## src/rtl/ctrl_pipe_pkg.sv

```systemverilog
// Shared encodings and helpers for the control pipeline and its hazard unit.
package ctrl_pipe_pkg;

  localparam logic [4:0] REG_RA  = 5'd31;   // link register written by JAL

  // forward-select encodings for the EX operand muxes
  localparam logic [1:0] FWD_REG = 2'b00;
  localparam logic [1:0] FWD_MEM = 2'b01;
  localparam logic [1:0] FWD_WB  = 2'b10;

  // write-back data select encodings
  localparam logic [1:0] WB_ALU  = 2'b00;
  localparam logic [1:0] WB_MEM  = 2'b01;
  localparam logic [1:0] WB_PC   = 2'b10;

  // control word held in ID/EX
  typedef struct packed {
    logic       regWr;
    logic       memRead;
    logic       DMWr;
    logic [1:0] be;
    logic [4:0] ALUOp;
    logic [1:0] ASel;
    logic       BSel;
    logic [1:0] wcs;
  } ex_ctrl_t;

  // subset still needed from MEM onward
  typedef struct packed {
    logic       regWr;
    logic       memRead;
    logic       DMWr;
    logic [1:0] be;
    logic [1:0] wcs;
  } mem_ctrl_t;

  // true when the ID instruction reads x; register 0 never matches
  function automatic logic src_match(input logic [4:0] x, input logic [4:0] rs,
                                     input logic [4:0] rt, input logic use_rs,
                                     input logic use_rt);
    return (x != 5'd0) && ((use_rs && x == rs) || (use_rt && x == rt));
  endfunction

  // EX operand source: MEM result wins over WB result
  function automatic logic [1:0] fwd_sel(input logic [4:0] src,
                                         input logic mem_wr, input logic [4:0] mem_dst,
                                         input logic wb_wr,  input logic [4:0] wb_dst);
    if (mem_wr && mem_dst != 5'd0 && mem_dst == src) return FWD_MEM;
    if (wb_wr  && wb_dst  != 5'd0 && wb_dst  == src) return FWD_WB;
    return FWD_REG;
  endfunction

endpackage

```

## src/rtl/ctrl_pipe_hazard_fwd.sv

```systemverilog
// Combinational stall / flush / forward-select logic.
module hazard_fwd
  import ctrl_pipe_pkg::*;
(
  input  logic [4:0] id_rs,
  input  logic [4:0] id_rt,
  input  logic       id_use_rs,
  input  logic       id_use_rt,
  input  logic       id_cmp,
  input  logic       id_redirect,
  input  logic [4:0] ex_rs,
  input  logic [4:0] ex_rt,
  input  logic [4:0] ex_dst,
  input  logic       ex_regWr,
  input  logic       ex_memRead,
  input  logic [4:0] mem_dst,
  input  logic       mem_regWr,
  input  logic       mem_memRead,
  input  logic [4:0] wb_dst,
  input  logic       wb_regWr,
  output logic       stall,
  output logic       ifidFlush,
  output logic [1:0] ex_fwdA,
  output logic [1:0] ex_fwdB,
  output logic       id_fwdA,
  output logic       id_fwdB
);

  logic hit_ex, hit_mem;
  logic load_use, br_ex, br_mem_ld;
  logic mem_alu_ok;

  // stall terms, flush gating and all forwarding selects
  always_comb begin
    hit_ex     = src_match(ex_dst,  id_rs, id_rt, id_use_rs, id_use_rt);
    hit_mem    = src_match(mem_dst, id_rs, id_rt, id_use_rs, id_use_rt);
    load_use   = ex_memRead && hit_ex;
    br_ex      = id_cmp && ex_regWr && hit_ex;
    br_mem_ld  = id_cmp && mem_memRead && hit_mem;
    stall      = load_use || br_ex || br_mem_ld;
    // a stalled redirect is simply retried next cycle
    ifidFlush  = id_redirect && !stall;
    ex_fwdA    = fwd_sel(ex_rs, mem_regWr, mem_dst, wb_regWr, wb_dst);
    ex_fwdB    = fwd_sel(ex_rt, mem_regWr, mem_dst, wb_regWr, wb_dst);
    // only an ALU result is ready in EX/MEM; load data is not
    mem_alu_ok = mem_regWr && !mem_memRead && (mem_dst != 5'd0);
    id_fwdA    = mem_alu_ok && (mem_dst == id_rs);
    id_fwdB    = mem_alu_ok && (mem_dst == id_rt);
  end

endmodule

```

## src/rtl/ctrl_pipe.sv

```systemverilog
// ID/EX, EX/MEM, MEM/WB control registers plus hazard/forward unit.
module ctrl_pipe
  import ctrl_pipe_pkg::*;
#(
  parameter logic [4:0] REG_RA = ctrl_pipe_pkg::REG_RA
) (
  input  logic       clk,
  input  logic       rst,
  input  logic [4:0] id_rs,
  input  logic [4:0] id_rt,
  input  logic [4:0] id_rd,
  input  logic       id_use_rs,
  input  logic       id_use_rt,
  input  logic       id_cmp,
  input  logic       id_regWr,
  input  logic       id_memRead,
  input  logic       id_DMWr,
  input  logic [1:0] id_be,
  input  logic [4:0] id_ALUOp,
  input  logic [1:0] id_ASel,
  input  logic       id_BSel,
  input  logic       id_WriteDstSel,
  input  logic [1:0] id_WriteContentSel,
  input  logic       id_redirect,
  output logic       pcWr,
  output logic       ifidWr,
  output logic       ifidFlush,
  output logic [4:0] ex_ALUOp,
  output logic [1:0] ex_ASel,
  output logic       ex_BSel,
  output logic [1:0] ex_fwdA,
  output logic [1:0] ex_fwdB,
  output logic       id_fwdA,
  output logic       id_fwdB,
  output logic       mem_DMWr,
  output logic [1:0] mem_be,
  output logic       wb_regWr,
  output logic [4:0] wb_dst,
  output logic [1:0] wb_WriteContentSel
);

  ex_ctrl_t  id_c, ex_c;
  mem_ctrl_t mem_c;
  logic [4:0] id_dst, ex_dst, ex_rs, ex_rt, mem_dst;
  logic       stall;

  assign id_c = '{regWr: id_regWr, memRead: id_memRead, DMWr: id_DMWr, be: id_be,
                  ALUOp: id_ALUOp, ASel: id_ASel, BSel: id_BSel, wcs: id_WriteContentSel};

  // destination register: JAL links to RA, else rd or rt
  always_comb begin
    id_dst = id_rt;
    if (id_WriteContentSel == WB_PC) id_dst = REG_RA;
    else if (id_WriteDstSel)         id_dst = id_rd;
  end

  // ID/EX: a stall inserts an all-zero bubble
  always_ff @(posedge clk) begin
    if (rst || stall) begin
      ex_c   <= '0;
      ex_dst <= '0;
      ex_rs  <= '0;
      ex_rt  <= '0;
    end else begin
      ex_c   <= id_c;
      ex_dst <= id_dst;
      ex_rs  <= id_rs;
      ex_rt  <= id_rt;
    end
  end

  // EX/MEM: always advances
  always_ff @(posedge clk) begin
    if (rst) begin
      mem_c   <= '0;
      mem_dst <= '0;
    end else begin
      mem_c   <= '{regWr: ex_c.regWr, memRead: ex_c.memRead, DMWr: ex_c.DMWr,
                   be: ex_c.be, wcs: ex_c.wcs};
      mem_dst <= ex_dst;
    end
  end

  // MEM/WB: always advances
  always_ff @(posedge clk) begin
    if (rst) begin
      wb_regWr           <= 1'b0;
      wb_dst             <= '0;
      wb_WriteContentSel <= '0;
    end else begin
      wb_regWr           <= mem_c.regWr;
      wb_dst             <= mem_dst;
      wb_WriteContentSel <= mem_c.wcs;
    end
  end

  hazard_fwd u_hz (
    .id_rs       (id_rs),
    .id_rt       (id_rt),
    .id_use_rs   (id_use_rs),
    .id_use_rt   (id_use_rt),
    .id_cmp      (id_cmp),
    .id_redirect (id_redirect),
    .ex_rs       (ex_rs),
    .ex_rt       (ex_rt),
    .ex_dst      (ex_dst),
    .ex_regWr    (ex_c.regWr),
    .ex_memRead  (ex_c.memRead),
    .mem_dst     (mem_dst),
    .mem_regWr   (mem_c.regWr),
    .mem_memRead (mem_c.memRead),
    .wb_dst      (wb_dst),
    .wb_regWr    (wb_regWr),
    .stall       (stall),
    .ifidFlush   (ifidFlush),
    .ex_fwdA     (ex_fwdA),
    .ex_fwdB     (ex_fwdB),
    .id_fwdA     (id_fwdA),
    .id_fwdB     (id_fwdB)
  );

  assign pcWr     = !stall;
  assign ifidWr   = !stall;
  assign ex_ALUOp = ex_c.ALUOp;
  assign ex_ASel  = ex_c.ASel;
  assign ex_BSel  = ex_c.BSel;
  assign mem_DMWr = mem_c.DMWr;
  assign mem_be   = mem_c.be;

endmodule

```

## config.mk

```make
export PLATFORM = sky130hd
export DESIGN_NAME = ctrl_pipe
export DESIGN_NICKNAME = d
export VERILOG_FILES = /design/src/rtl/ctrl_pipe_pkg.sv /design/src/rtl/ctrl_pipe_hazard_fwd.sv /design/src/rtl/ctrl_pipe.sv
export SDC_FILE = /design/constraint.sdc
export NUM_CORES = 1
export LEC_CHECK = 0
export ABC_AREA = 1
export BUFFER_PORTS_ARGS = -buffer_cell sky130_fd_sc_hd__buf_4
export CORE_MARGIN = 3
export CORE_UTILIZATION = 42
export CTS_CLUSTER_SIZE = 16
export DETAILED_ROUTE_END_ITERATION = 10
export PLACE_DENSITY = 0.7
export SETUP_SLACK_MARGIN = 0.3
export SYNTH_ARGS = -nofsm -noshare
export SYNTH_HDL_FRONTEND = slang
export SYNTH_SLANG_ARGS = --single-unit
```

## constraint.sdc

```tcl
create_clock -name clk -period 1.36 [get_ports clk]
set_input_delay 0.136 -clock clk [delete_from_list [all_inputs] [get_ports clk]]
set_output_delay 0.136 -clock clk [all_outputs]
set_load 0.005 [all_outputs]
```

==> summary.md <==
| Metric | Value |
|---|---|
| Power Internal | 2240 uW |
| Final worst path period share | 124% |
| Final Instance Count excl. Fillers | 436 |
| Drc violations | 0 |
| CP max stage cell | dfxtp_2 |
| Synth cell count leaders | 59 x nor2_1, 50 x dfxtp_1, 46 x inv_1 |
| # IOs | 65 |
| Vias per cell | 4.53 |
| Max-slew violations | 0 |
| Seq/Total Area, Yosys | 45.1% |
| ANT cells | 0 |
| Clk pwr share | 26.3% |
| Post-Syn Area | 2220 sq um |
| LEAKAGE | 0.00162 uW |
| Routed WL | 5.29 mm |
| Sw Share | 26.9% |
| Power share of the combinational group | 21.3% |
| GRT Total Usage | 18.0% |
| Max Cap Viol | 0 |
| Clock slew at reported path FFs | 0.09 ns |
| Post-synth top area cell | dfxtp_1 |
| Die X | 78.7 um |
| DRT Pass-1 Iters | 4 |
| Crit Path Class | flip-flop to primary output |
| Cell mode on critical path | nand2_1 |
| Buf/Inv on CP | 2 |
| Count leader, synth | nor2_1 |
| Synth Warn # | 0 |
| Data arrival, critical path | 1.55 ns |
| CP startpoint kind | flip-flop |
| Starting Density | 45.2% |
| Final hold vios | 0 |
| Layout cell share with drive strength beyond 1 | 44.2% |
| Total grt overflow | 0 |
| Slew Limit Headroom | 80.6% |
| IO buf count | 64 |
| Post-synth ARST share | 0% |
| Pin count of the biggest net entering global routing | 21 |
| Top cells by area, synth | dfxtp_1 45%, nor2_1 10%, inv_1 7.8% |
| Worst path cell trace | inv_1, nand2_1, nand2_1, nor3_1, nand3_1, nand2_1, nand2_2, and2_4, buf_6 |
| Max incr delay on CP | 0.34 ns |
| Post-route setup slack | -0.328 ns |
| Avg Inst Size Synth | 7.57 sq um |
| Fill cells | 390 |
| Number of flops mapped to enable cells by yosys | 0 |
| Skew-Pair Late Insertion Delay | 0.30 ns |
| Hold Path Class | input port to flip-flop |
| Site row count | 25 |
| Clock root buffer | clkbuf_8 |
| Via count | 1976 |
| Antenna viol nets, final | 0 |
| Hpwl dp | 3.89 mm |
| Fmax | 592 MHz |
| Nets@finish | 406 |
| Initial antenna violation count | 0 |
| Initial DRC Count | 89 |
| Worst vdd ir | 569 uV |
| Sequential Power Share | 52.3% |
| Cts bufs inserted | 5 |
| TritonCTS clock tree | built |
| Worst setup EP type | primary output |
| Power per cell area | 933 nW/um^2 |
| Routability Congestion | 0.872 |
| Sink Count | 50 |
| Worst path top cell family by delay | simple AND/OR/NAND/NOR gates |
| Layout Skew | 0.00901 ns |
| Switching power | 825 uW |
| First-pass GRT wire length | 8.83 mm |
| Cell count after synthesis | 293 |
| Post-synthesis register bit count | 50 |
| Distinct cells, synth | 27 |
| Die height | 78.7 um |
| Status | finished, violations left |
| # H-tree levels | 2 |
| CP Data Required Time | 1.22 ns |
| Clock Tree Buf Depth | 2 |
| Final hold slack | 0.0539 ns |
| RSZ-0062 raised after global routing | true |
| Vias in the first global route | 1972 |
| Min cycle time layout | 1.69 ns |
| Ys flop type | dfxtp_1 |
| Final setup violation count | 39 |
| Max FO, Critical Path | 4 |
| Layout area overhead | 48.3% |
| Synthesized net count | 330 |
| Inst Count DP | 418 |
| Worst slew pin tran | 0.290 ns |
| Die area | 6190 sq um |
| Failing checks | setup timing |
| Routed len/inst | 12.1 um |
| CORE AREA | 4910 sq um |
| Post-synth top area share | 45.1% |
through the flow:
stage | cell area [sq um] | util, % | setup TNS [ns] | total power [uW] | setup slack [ns]
after floorplan | 2260 | - | 0 | 1930 | 0.0824
after global placement | 2780 | 56.6 | -3.82 | 2120 | -0.149
after detailed placement | 2780 | 56.6 | -3.79 | 2130 | -0.138
after CTS | 3150 | 64.2 | -10.38 | 3040 | -0.313
after global routing | 3290 | 67.0 | -14.05 | 3220 | -0.420
final | 3290 | 67.0 | -9.45 | 3070 | -0.328
logic make-up after synthesis:
family / after synthesis / synth area share, %
buffers and inverters: 68 / 15.2
XOR/XNOR: 22 / 8.69
AO/OA/AOI/OAI: 21 / 5.02
flip-flops: 50 / 45.1
AND/OR/NAND/NOR: 132 / 26.0
routing by layer:
| layer | wire [um] | up-vias | track usage [%] |
|---|---|---|---|
| met4 | 103 | 0 | 7.34 |
| li1 | - | 1028 | - |
| met5 | 0 | - | 0 |
| met3 | 215 | 8 | 3.56 |
| met2 | 2770 | 42 | 31.8 |
| met1 | 2200 | 898 | 21.3 |
registers in the layout, summed over array words and instances (netlist names):
register	cells
wb_WriteContentSel	2
wb_dst	5
mem_DMWr	1
ex_ALUOp	5
ex_rt	5
mem_dst	5
mem_c	4
wb_regWr	1
ex_BSel	1
ex_ASel	2
mem_be	2
ex_rs	5
ex_dst	5
ex_c	7
worst paths after layout:
kind                            startpoint        end  slack [ns]  cells after the start
worst max-delay path             ex_dst[1]     ifidWr       -0.33                      9
worst min-delay path               id_DMWr   ex_c[12]        0.05                      3
worst max register to register  mem_dst[1]   ex_rt[0]       -0.29                     13
worst min register to register    ex_c[10]  mem_be[0]        0.40                      2
power by group through the flow:
stage                     combinational [uW]  clock [uW]  sequential [uW]
final                                    655         808             1610
after global routing                     722         879             1620
after CTS                                607         829             1600
after detailed placement                 495           0             1630
after global placement                   487           0             1630
after floorplan                          311           0             1620
worst min-delay path: stages:
cell	delay, ns
buf_4	0.07
inv_1	0.03
nor2_2	0.08
placed cells by master, fill, tap and decap left out, types with 8 or more instances in the layout:
master / instances
buf_4: 70
inv_1: 43
dfxtp_1: 42
nor2_1: 41
nand2_1: 30
nor2_2: 22
xnor2_1: 11
buf_6: 10
nand2_2: 9
o21ai_0: 8
xor2_1: 8
cell type report:
type | count | area (sq um) | share of cell area [%]
multi-input cells | 175 | 1100 | 33.4
flip-flops and latches | 50 | 1020 | 31.1
repair buffers | 88 | 813 | 24.7
inverters | 49 | 191 | 5.82
well taps | 67 | 83.8 | 2.55
clock buffers | 6 | 72.6 | 2.21
clock inverters | 1 | 7.51 | 0.228
what timing repair did:
action,CTS,global route
resized for setup,30,46
gates cloned,2,0
hold buffers,0,0
endpoints found under the setup margin,39,40
setup buffers,9,0
pin swaps,12,14
No activity file was read; power rests on OpenSTA's default activity.
